`config.mk`:
```
export PLATFORM = sky130hd
export DESIGN_NAME = instr_loader
export DESIGN_NICKNAME = d
export VERILOG_FILES = /design/src/rtl/instr_loader.sv
export SDC_FILE = /design/constraint.sdc
export NUM_CORES = 1
export LEC_CHECK = 0
export ABC_AREA = 1
export CAP_MARGIN = 25
export CORE_MARGIN = 2
export CORE_UTILIZATION = 45
export CTS_BUF_LIST = sky130_fd_sc_hd__clkbuf_16
export DETAILED_ROUTE_END_ITERATION = 8
export PLACE_DENSITY = 0.84
export SLEW_MARGIN = 20
export SYNTH_ARGS = -nofsm -noshare
export SYNTH_HDL_FRONTEND = slang
export SYNTH_SLANG_ARGS = --single-unit
```
`constraint.sdc`:
```
create_clock -name clk -period 2 [get_ports clk]
set_clock_uncertainty 0.1 [all_clocks]
set_input_delay 0.4 -clock clk [delete_from_list [all_inputs] [get_ports clk]]
set_output_delay 0.4 -clock clk [all_outputs]
set_load 0.01 [all_outputs]
```
`src/rtl/instr_loader.sv`:
```
// Encodes streamed instruction tuples into RV32I words and writes them to instruction memory.
// Writes are registered one cycle after transfer; in_ready drops outside LOAD or once memory is full.
module instr_loader #(
    parameter int ADDR_W = 8
) (
    input  logic              clk,
    input  logic              rst,
    input  logic              start,
    input  logic              in_valid,
    output logic              in_ready,
    input  logic              in_last,
    input  logic [2:0]        in_op,
    input  logic [4:0]        in_rd,
    input  logic [4:0]        in_rs1,
    input  logic [4:0]        in_rs2,
    input  logic [2:0]        in_funct3,
    input  logic              in_funct7,
    input  logic [12:0]       in_imm,
    output logic              mem_we,
    output logic [ADDR_W-1:0] mem_addr,
    output logic [31:0]       mem_wdata,
    output logic              cpu_hold,
    output logic              done,
    output logic              err,
    output logic [ADDR_W:0]   count
);

    localparam logic [ADDR_W:0] MAX_WORDS = {1'b1, {ADDR_W{1'b0}}};

    typedef enum logic [1:0] {S_IDLE, S_LOAD, S_DONE} state_t;

    state_t             state_q, state_d;
    logic [ADDR_W-1:0]  addr_q, addr_d;
    logic [ADDR_W:0]    count_q, count_d;
    logic               err_q, err_d;
    logic               mem_we_q, mem_we_d;
    logic [ADDR_W-1:0]  mem_addr_q, mem_addr_d;
    logic [31:0]        mem_wdata_q, mem_wdata_d;

    logic        op_ok;
    logic [31:0] enc_word;
    logic        xfer;

    always_comb begin
        op_ok    = 1'b1;
        enc_word = '0;
        case (in_op)
            3'd0: enc_word = {in_imm[11:0], in_rs1, in_funct3, in_rd, 7'b0000011};
            3'd1: enc_word = {in_imm[11:5], in_rs2, in_rs1, in_funct3, in_imm[4:0], 7'b0100011};
            3'd2: enc_word = {1'b0, in_funct7, 5'b00000, in_rs2, in_rs1, in_funct3, in_rd, 7'b0110011};
            3'd3: begin
                // Shift-immediates carry funct7 in the upper bits and a 5-bit shamt
                if (in_funct3 == 3'b001 || in_funct3 == 3'b101)
                    enc_word = {1'b0, in_funct7, 5'b00000, in_imm[4:0], in_rs1, in_funct3, in_rd, 7'b0010011};
                else
                    enc_word = {in_imm[11:0], in_rs1, in_funct3, in_rd, 7'b0010011};
            end
            3'd4: enc_word = {in_imm[12], in_imm[10:5], in_rs2, in_rs1, in_funct3,
                              in_imm[4:1], in_imm[11], 7'b1100011};
            default: op_ok = 1'b0;
        endcase
    end

    assign in_ready = (state_q == S_LOAD) && (count_q < MAX_WORDS);
    assign xfer     = in_valid && in_ready;

    always_comb begin
        state_d     = state_q;
        addr_d      = addr_q;
        count_d     = count_q;
        err_d       = err_q;
        mem_we_d    = 1'b0;
        mem_addr_d  = mem_addr_q;
        mem_wdata_d = mem_wdata_q;
        case (state_q)
            S_IDLE, S_DONE: begin
                if (start) begin
                    state_d = S_LOAD;
                    addr_d  = '0;
                    count_d = '0;
                    err_d   = 1'b0;
                end
            end
            S_LOAD: begin
                if (count_q == MAX_WORDS) begin
                    state_d = S_DONE;
                end else if (xfer) begin
                    if (op_ok) begin
                        mem_we_d    = 1'b1;
                        mem_addr_d  = addr_q;
                        mem_wdata_d = enc_word;
                        addr_d      = addr_q + ADDR_W'(1);
                        count_d     = count_q + (ADDR_W+1)'(1);
                        // Memory just filled with no end marker: flag overflow now
                        if (count_d == MAX_WORDS && !in_last)
                            err_d = 1'b1;
                    end else begin
                        err_d = 1'b1;
                    end
                    if (in_last)
                        state_d = S_DONE;
                end
            end
            default: state_d = S_IDLE;
        endcase
    end

    always_ff @(posedge clk) begin
        if (rst) begin
            state_q     <= S_IDLE;
            addr_q      <= '0;
            count_q     <= '0;
            err_q       <= 1'b0;
            mem_we_q    <= 1'b0;
            mem_addr_q  <= '0;
            mem_wdata_q <= '0;
        end else begin
            state_q     <= state_d;
            addr_q      <= addr_d;
            count_q     <= count_d;
            err_q       <= err_d;
            mem_we_q    <= mem_we_d;
            mem_addr_q  <= mem_addr_d;
            mem_wdata_q <= mem_wdata_d;
        end
    end

    assign mem_we    = mem_we_q;
    assign mem_addr  = mem_addr_q;
    assign mem_wdata = mem_wdata_q;
    assign count     = count_q;
    assign err       = err_q;
    assign done      = (state_q == S_DONE);
    assign cpu_hold  = (state_q != S_DONE);

endmodule

```
After elaboration in Yosys (flattened, before gate mapping)
Cells that the tools add are included.

operators by class
  $add $sub $neg = 2
  multipliers = 0
  divide/modulo/power cells = 0
  $lt $le $gt $ge = 1
  eq/ne operators = 18
  shift operators = 0
  mux-type cells = 25
  bitwise gates (word level) = 3
  reductions and logical operators = 15

operators with widths
  operator                                                         count
  32-bit case mux with 5 select lines                              1
  9-bit two-way mux                                                4
  32-bit two-way mux                                               1
  8-bit two-way mux                                                4
  9-bit == test, second input constant                             2
  9-bit case mux with 2 select lines                               1
  8-bit case mux with 2 select lines                               1
  2-bit != test, second input constant                             5
  5-bit AND reduction                                              2
  9-bit by 1-bit adder with 9-bit output, second input constant    1
  9-bit < comparator, second input constant                        1
  3-bit by 2-bit != test with 1-bit output, second input constant  3
  8-bit by 1-bit adder with 8-bit output, second input constant    1
  2-bit two-way mux                                                4
  1-bit two-way mux                                                7
  3-bit by 1-bit == test with 1-bit output, second input constant  2
  3-bit by 2-bit == test with 1-bit output, second input constant  2
  3-bit == test, second input constant                             2
  5-bit OR reduction                                               1
  2-bit case mux with 2 select lines                               1
  4-bit AND reduction                                              1
  4-bit OR reduction                                               1
  1-bit logical AND                                                3
  3-bit logical NOT                                                1
  other kinds (10)                                                 12

word-level totals
  bits in registers = 61
  bits in latches = 0
  memory bits (writable) = 0
  bits in read-only memories = 0
  input bits = 40
  output and inout bits = 54
  word-level logic and storage cells = 71
  memories kept = 0

Logic depth before layout (Yosys ltp)
Gate-level depths: netlist of the first run.

  word-level depth = 8
  gate-level depth with buffers = 11
  depth with buffers taken out = 11

Worst setup path after synthesis of the first run
OpenSTA, ideal clock, no wires.

  kind = flip-flop to flip-flop
  start point = reg state_q[0]
  end point = reg addr_q[0]
  library setup time = 128 ps
  arrival time = 1335 ps
  data required time = 1772 ps
  slack = 437 ps
  cell stages (with the launch flop) = 10
  path buffers = 2
  clock period less this slack = 1563 ps
  path through = dfxtp_1 nand2_2 nor2_4 nand3_4 nand2_1 nand2_2 buf_6 buf_6 a21oi_1 nor2_1

between the ends
  word-level cells in the longest chain between the ends = 5
  elaborated cells on any way between the ends = 13

ends and longest elaborated chain
  what                                      RTL line  source
  start: declaration                        32        state_t state_q, state_d;
  start signal: assignment                  118       state_q <= state_d;
  2-bit by 1-bit == test with 1-bit output  64        assign in_ready = (state_q == S_LOAD) && (count_q < MAX_WORDS);
  1-bit logical AND                         64
  net in_ready                              10        output logic in_ready,
  1-bit logical AND                         65        assign xfer = in_valid && in_ready;
  2-bit != test (no source line)            -
  5-bit AND reduction (no source line)      -
  end signal: assignment                    119       addr_q <= addr_d;
  end: declaration                          33        logic [ADDR_W-1:0] addr_q, addr_d;

The timed path passes the listed nets, and every way through them passes these cells.
A chain may end at the register's enable or synchronous reset.

Worst setup path after layout of the first run
  start point = reg state_q[0]
  end point = out cpu_hold

between the ends
  word-level cells in the longest chain between the ends = 1

ends and longest elaborated chain
  what              RTL line  source
  2-bit != test     134       assign cpu_hold = (state_q != S_DONE);
  end: declaration  22        output logic cpu_hold,

No other way between the ends.

==> out/metrics.cfg, run 1 <==
[logic_synthesis]
yosys-top-cells-area=dfxtp_1 (44%), nand2_1 (11%), nor2_1 (7.9%), o21ai_0 (6.3%), inv_1 (5.3%)
yosys_warnings=0
syn-instance-count=364
yosysUniqueCellTypes=36
synth-seq-cells=58
post-synth-top-area-fraction=0.442
synthArstFlopShare=0
synth-xor-area-share=0.00333
synthTopCellsByCount=nand2_1 (74), dfxtp_1 (58), nor2_1 (55)
synth_compound_area_frac=0.188
synth_top_family_by_area=simple AND/OR/NAND/NOR gates
synth.avg_cell_area_um2=7.22
synth-simple-area-share=0.257
synthMuxAreaShare=0
syn_area_um2=2630
yosysSeqAreaShare=0.442
yosysMostFrequentCell=nand2_1
synthAdderAreaFrac=0.0143
synth.largest_area_cell=dfxtp_1
synth_edf_count=0
synthFlopType=dfxtp_1

[power_and_ir_drop]
p_sw_frac=0.306
static-leakage-power_uw=0.00158
p_seq_frac=0.369
p_int_uw=2650
vdd_drop_max_mv=0.605
comb_power_share=0.298
power.switching_uw=1170
total_power_uw=3820
power_density_nw_per_um2=962
clkPwrFrac=0.333

[floorplanning]
rows=27
die-height_um=80.4
initial_core_util=0.472
die_area_um2=6470
core_um2=5570
ios=94
die_x_um=80.4

[sta]
slew_violations=0
final.period_utilization=0.958
fin_ws_ns=0.0832
final-hold-violation-count=0
post-route-min-period_ns=1.92
rsz0062_at_grt=false
setup_viol=0
max_freq_mhz=522

[grt]
grt_max_degree=49
grt_pass1_vias=2668
grt_first_pass_wirelength_um=12400
antenna_found_initial=0
grtUsageTotal=0.250
grt.overflow.total=0

[drt]
ant_nets=0
drt_iter0_markers=137
wl_per_cell_um=14.1
drt_first_pass_iters=4
drt_wl_total_um=7700
via_count=2795
drc=0
vias_per_cell=5.11

[cts]
clk_path_buf_depth=2
cts_tree=built
insertion_delay_ns=0.32
cts_hold_repair.buffers=0
post_cts_buffers=0
cts-root-buf=clkbuf_16
htreeDepth=3
cts.sinks=58
cts_buffers=9
cts.clk_slew.worst_paths_ns=0.05

[placement]
hpwl_um=5710
pre_cts_slack_ns=-0.172
gp_congestion=0.886
place_area_um2=3720
portBuffers=91

[hold_path]
min_path_cells=2
worstHoldStart=err$_SDFFE_PP0P_
worstHoldEndpoint=err$_SDFFE_PP0P_
hold_class=reg2reg

[critical_path]
r2r_end=addr_q[6]$_SDFFE_PP0P_
r2r_slack_ns=0.32
crit_fanout=5
r2r_cells=11
cp_data_arrival_time_ns=1.42
critPathKind=reg2out
cp_data_required_time_ns=1.50
startpoint_type=flip-flop
r2r_start=state_q[1]$_SDFFE_PP0P_
end_kind=output port

[finish]
area_growth_pct=50.9
nNetsFinal=516
layout-drive-gt1-share=0.0989
post-route-cell-area_um2=3970
n_fill_cell=442
diodes=0

[run]
maxCapViolCount=0

[outcome]
status=complete, no violations

==> worst max-delay path: stages (launching register included) <==
cell and delay, ns:
dfxtp_1 0.33, buf_4 0.14, nor2_1 0.05, inv_1 0.04, clkdlybuf4s50_1 0.52
==> registers in the layout, indices dropped and copies added (netlist names) <==
register	cells
mem_wdata	29
count	9
addr_q	8
mem_addr	8
state_q	2
err	1
mem_we	1
==> cells by family after synthesis <==
group	Yosys count
adder cells (fa/ha/maj)	3
flip-flops	58
AO/OA/AOI/OAI	85
buffers and inverters	56
XOR/XNOR	1
AND/OR/NAND/NOR	160
other	1
==> worst max-delay path by stage <==
stage	start	depth (start not counted)	end
after CTS	state_q[0]$_SDFFE_PP0P_	3	done
after global placement	in_op[0]	12	mem_wdata[21]$_SDFFE_PP0P_
after global routing	state_q[0]$_SDFFE_PP0P_	4	cpu_hold
final	state_q[0]$_SDFFE_PP0P_	4	cpu_hold
after detailed placement	in_op[1]	12	addr_q[6]$_SDFFE_PP0P_
after floorplan	state_q[0]$_SDFFE_PP0P_	9	addr_q[0]$_SDFFE_PP0P_
==> stage by stage <==
step	instances	TNS, ns	utilization	hold slack (ns)
global route	547	0	0.712	0.389
finish	547	0	0.712	0.350
floorplan	365	0	-	0.344
detailed placement	534	-2.21	0.668	0.344
CTS	547	0	0.711	0.351
global placement	534	-0.344	0.668	0.342
==> layer usage <==
| layer | vias up | global-route usage | part of all wire |
|---|---|---|---|
| met2 | 95 | 0.413 | 0.50 |
| met4 | 0 | 0.102 | 0.017 |
| met3 | 16 | 0.0674 | 0.053 |
| li1 | 1398 | - | - |
| met1 | 1286 | 0.307 | 0.43 |
| met5 | - | 0 | 0 |
==> power by group through the flow <==
stage	Combinational, uW	Clock [uW]	Sequential (uW)
detailed placement	1130	0	1430
global placement	1090	0	1420
global route	1240	1350	1420
floorplan	534	0	1470
finish	1140	1270	1410
CTS	1130	1280	1410
==> placed cells by master, fill, tap and decap left out, drive strengths merged, types with 2 or more instances in the layout <==
cell type	n
ha	3
nand2	76
buf	24
nor2	57
clkdlybuf4s50	89
a31oi	10
a211oi	7
or2	2
nor3	4
o21ai	36
inv	39
clkbuf	9
clkinv	3
a21oi	26
dfxtp	58
nand4	2
nand3	18
conb	2
==> layout make-up <==
type / count / area [um2] / share of cell area
flip-flops and latches: 58 / 1160 / 0.293
well taps: 72 / 90.1 / 0.0227
multi-input cells: 251 / 1230 / 0.309
repair buffers: 115 / 1100 / 0.279
clock inverters: 4 / 15.0 / 0.00379
inverters: 38 / 144 / 0.0363
clock buffers: 9 / 225 / 0.0568
==> timing repair <==
action	4_1_cts	5_1_grt
resized for setup	1	2
setup endpoints to repair	1	4
hold endpoints to repair	0	0
Power figures use the tool's default switching activity.
==> inputs of run 2 (changes only) <==
clock period = 1.9 ns   (was 2 ns; I/O delays follow)
==> run 2 against run 1 <==
Effect of this change: worst setup slack improved by 0.014 ns; count of clock-buffer cells in the layout stayed put; via count rose by 1.4%; sequential cell count unchanged; sequential power rose by 5%; combinational power grew 6%; global-route usage down 0.92 points; total power increased by 7.4%; non-clock buffer count increased by 4; first-iteration DRC count is 34% higher; critical path type unchanged.
==> out/metrics.cfg, run 2 (synthesized netlist as in run 1, its figures left out) <==
[floorplanning]
initial_core_util=0.472
die-height_um=80.4
core_um2=5570
rows=27
ios=94
die_area_um2=6470
die_x_um=80.4

[sta]
rsz0062_at_grt=false
setup_viol=0
final.period_utilization=0.949
fin_ws_ns=0.0974
post-route-min-period_ns=1.80
final-hold-violation-count=0
max_freq_mhz=555
slew_violations=0

[grt]
busiest_layer=met2
grt_first_pass_wirelength_um=11800
grt_use_met2=0.388
grt_use_met1=0.285
antenna_found_initial=0
grt_pass1_vias=2632
grt.overflow.total=0
grt_max_degree=49
grtUsageTotal=0.241
gr-usage-met3=0.0820

[drt]
drc=0
ant_nets=0
vias_per_cell=5.12
via_count=2835
wl_per_cell_um=13.7
drt_wl_total_um=7590
drt_first_pass_iters=4
drt_iter0_markers=184

[critical_path]
end_kind=output port
cp_data_arrival_time_ns=1.32
cp_data_required_time_ns=1.42
crit_slowest_cell=clkdlybuf4s50_1
critPathMaxStageDelay_ns=0.57
cp_top_family=buffers and inverters
crit_fanout=7
critPathKind=reg2out
crit_buf_inv=1
startpoint_type=flip-flop
path_cells=clkdlybuf4s50_1

[outcome]
status=complete, no violations

[hold_path]
hold_class=reg2reg

[placement]
portBuffers=91
pre_cts_slack_ns=-0.251
gp_congestion=0.884
hpwl_um=5420

[cts]
cts_tree=built
cts.sinks=58
cts_buffers=9
cts_hold_repair.buffers=0
clk_path_buf_depth=2
post_cts_buffers=0
cts-root-buf=clkbuf_16
insertion_delay_ns=0.33
htreeDepth=3
cts.clk_slew.worst_paths_ns=0.05

[finish]
fin_util=0.723
nNetsFinal=520
largest_reg_flops=29
layout_common_cells=clkdlybuf4s50_1 (87), nand2_1 (71), dfxtp_1 (56), nor2_1 (55), inv_1 (37)
area_growth_pct=53.4
final_common_cell=clkdlybuf4s50_1
diodes=0
layout-drive-gt1-share=0.129

[power_and_ir_drop]
vdd_drop_max_mv=0.564
power_density_nw_per_um2=1020
static-leakage-power_uw=0.00160

[run]
maxCapViolCount=0

run 2: layout make-up:
cell class | instances | area (um2)
Fill cell | 438 | 1540
Multi-Input combinational cell | 251 | 1240
Sequential cell | 58 | 1160
Timing Repair Buffer | 119 | 1130
Clock buffer | 9 | 225
Inverter | 38 | 144
Tap cell | 72 | 90.1
Clock inverter | 7 | 37.5
run 2: worst paths after layout:
| kind | from | to | slack, ns | cells after the start |
|---|---|---|---|---|
| worst min-delay path | err$_SDFFE_PP0P_ | err$_SDFFE_PP0P_ | 0.36 | 2 |
| worst max register to register | state_q[1]$_SDFFE_PP0P_ | addr_q[6]$_SDFFE_PP0P_ | 0.14 | 10 |
| worst min register to register | err$_SDFFE_PP0P_ | err$_SDFFE_PP0P_ | 0.36 | 2 |
| worst max-delay path | count[3]$_SDFFE_PP0P_ | count[3] | 0.1 | 1 |
run 2: worst reg2reg max path: stages (launching register included):
cell	delay, ns
dfxtp_1	0.29
inv_1	0.09
nand2_2	0.11
nor2_4	0.16
nand2_1	0.09
a21oi_1	0.22
nand2_1	0.12
nand2_1	0.18
inv_1	0.12
nand2_1	0.10
nor2_1	0.06
run 2: layer usage:
metal | routed length [um] | up-vias
li1 | - | 1411
met3 | 490 | 21
met4 | 209 | 0
met1 | 3200 | 1293
met2 | 3690 | 110
met5 | 0 | -
run 2: per-stage QoR:
step	setup TNS, ns	power, uW	instances	area [um2]	hold WS [ns]
after CTS	0	4100	554	4010	0.361
after floorplan	0	2110	365	2630	0.344
after detailed placement	-6.60	2690	538	3750	0.353
after global routing	0	4310	554	4030	0.395
final	0	4100	554	4030	0.356
after global placement	-2.45	2660	538	3750	0.341
run 2: where the power goes:
part	leakage [uW]	total, uW	internal [uW]	switching (uW)
Clock	0.000130	1410	862	546
Combinational	0.00100	1210	593	617
Sequential	0.000472	1480	1370	112
run 2: timing repair:
item / 4_1_cts / 5_1_grt
setup endpoints to repair: 3 / 11
gates resized for setup: 3 / 9
pin swaps: 0 / 0
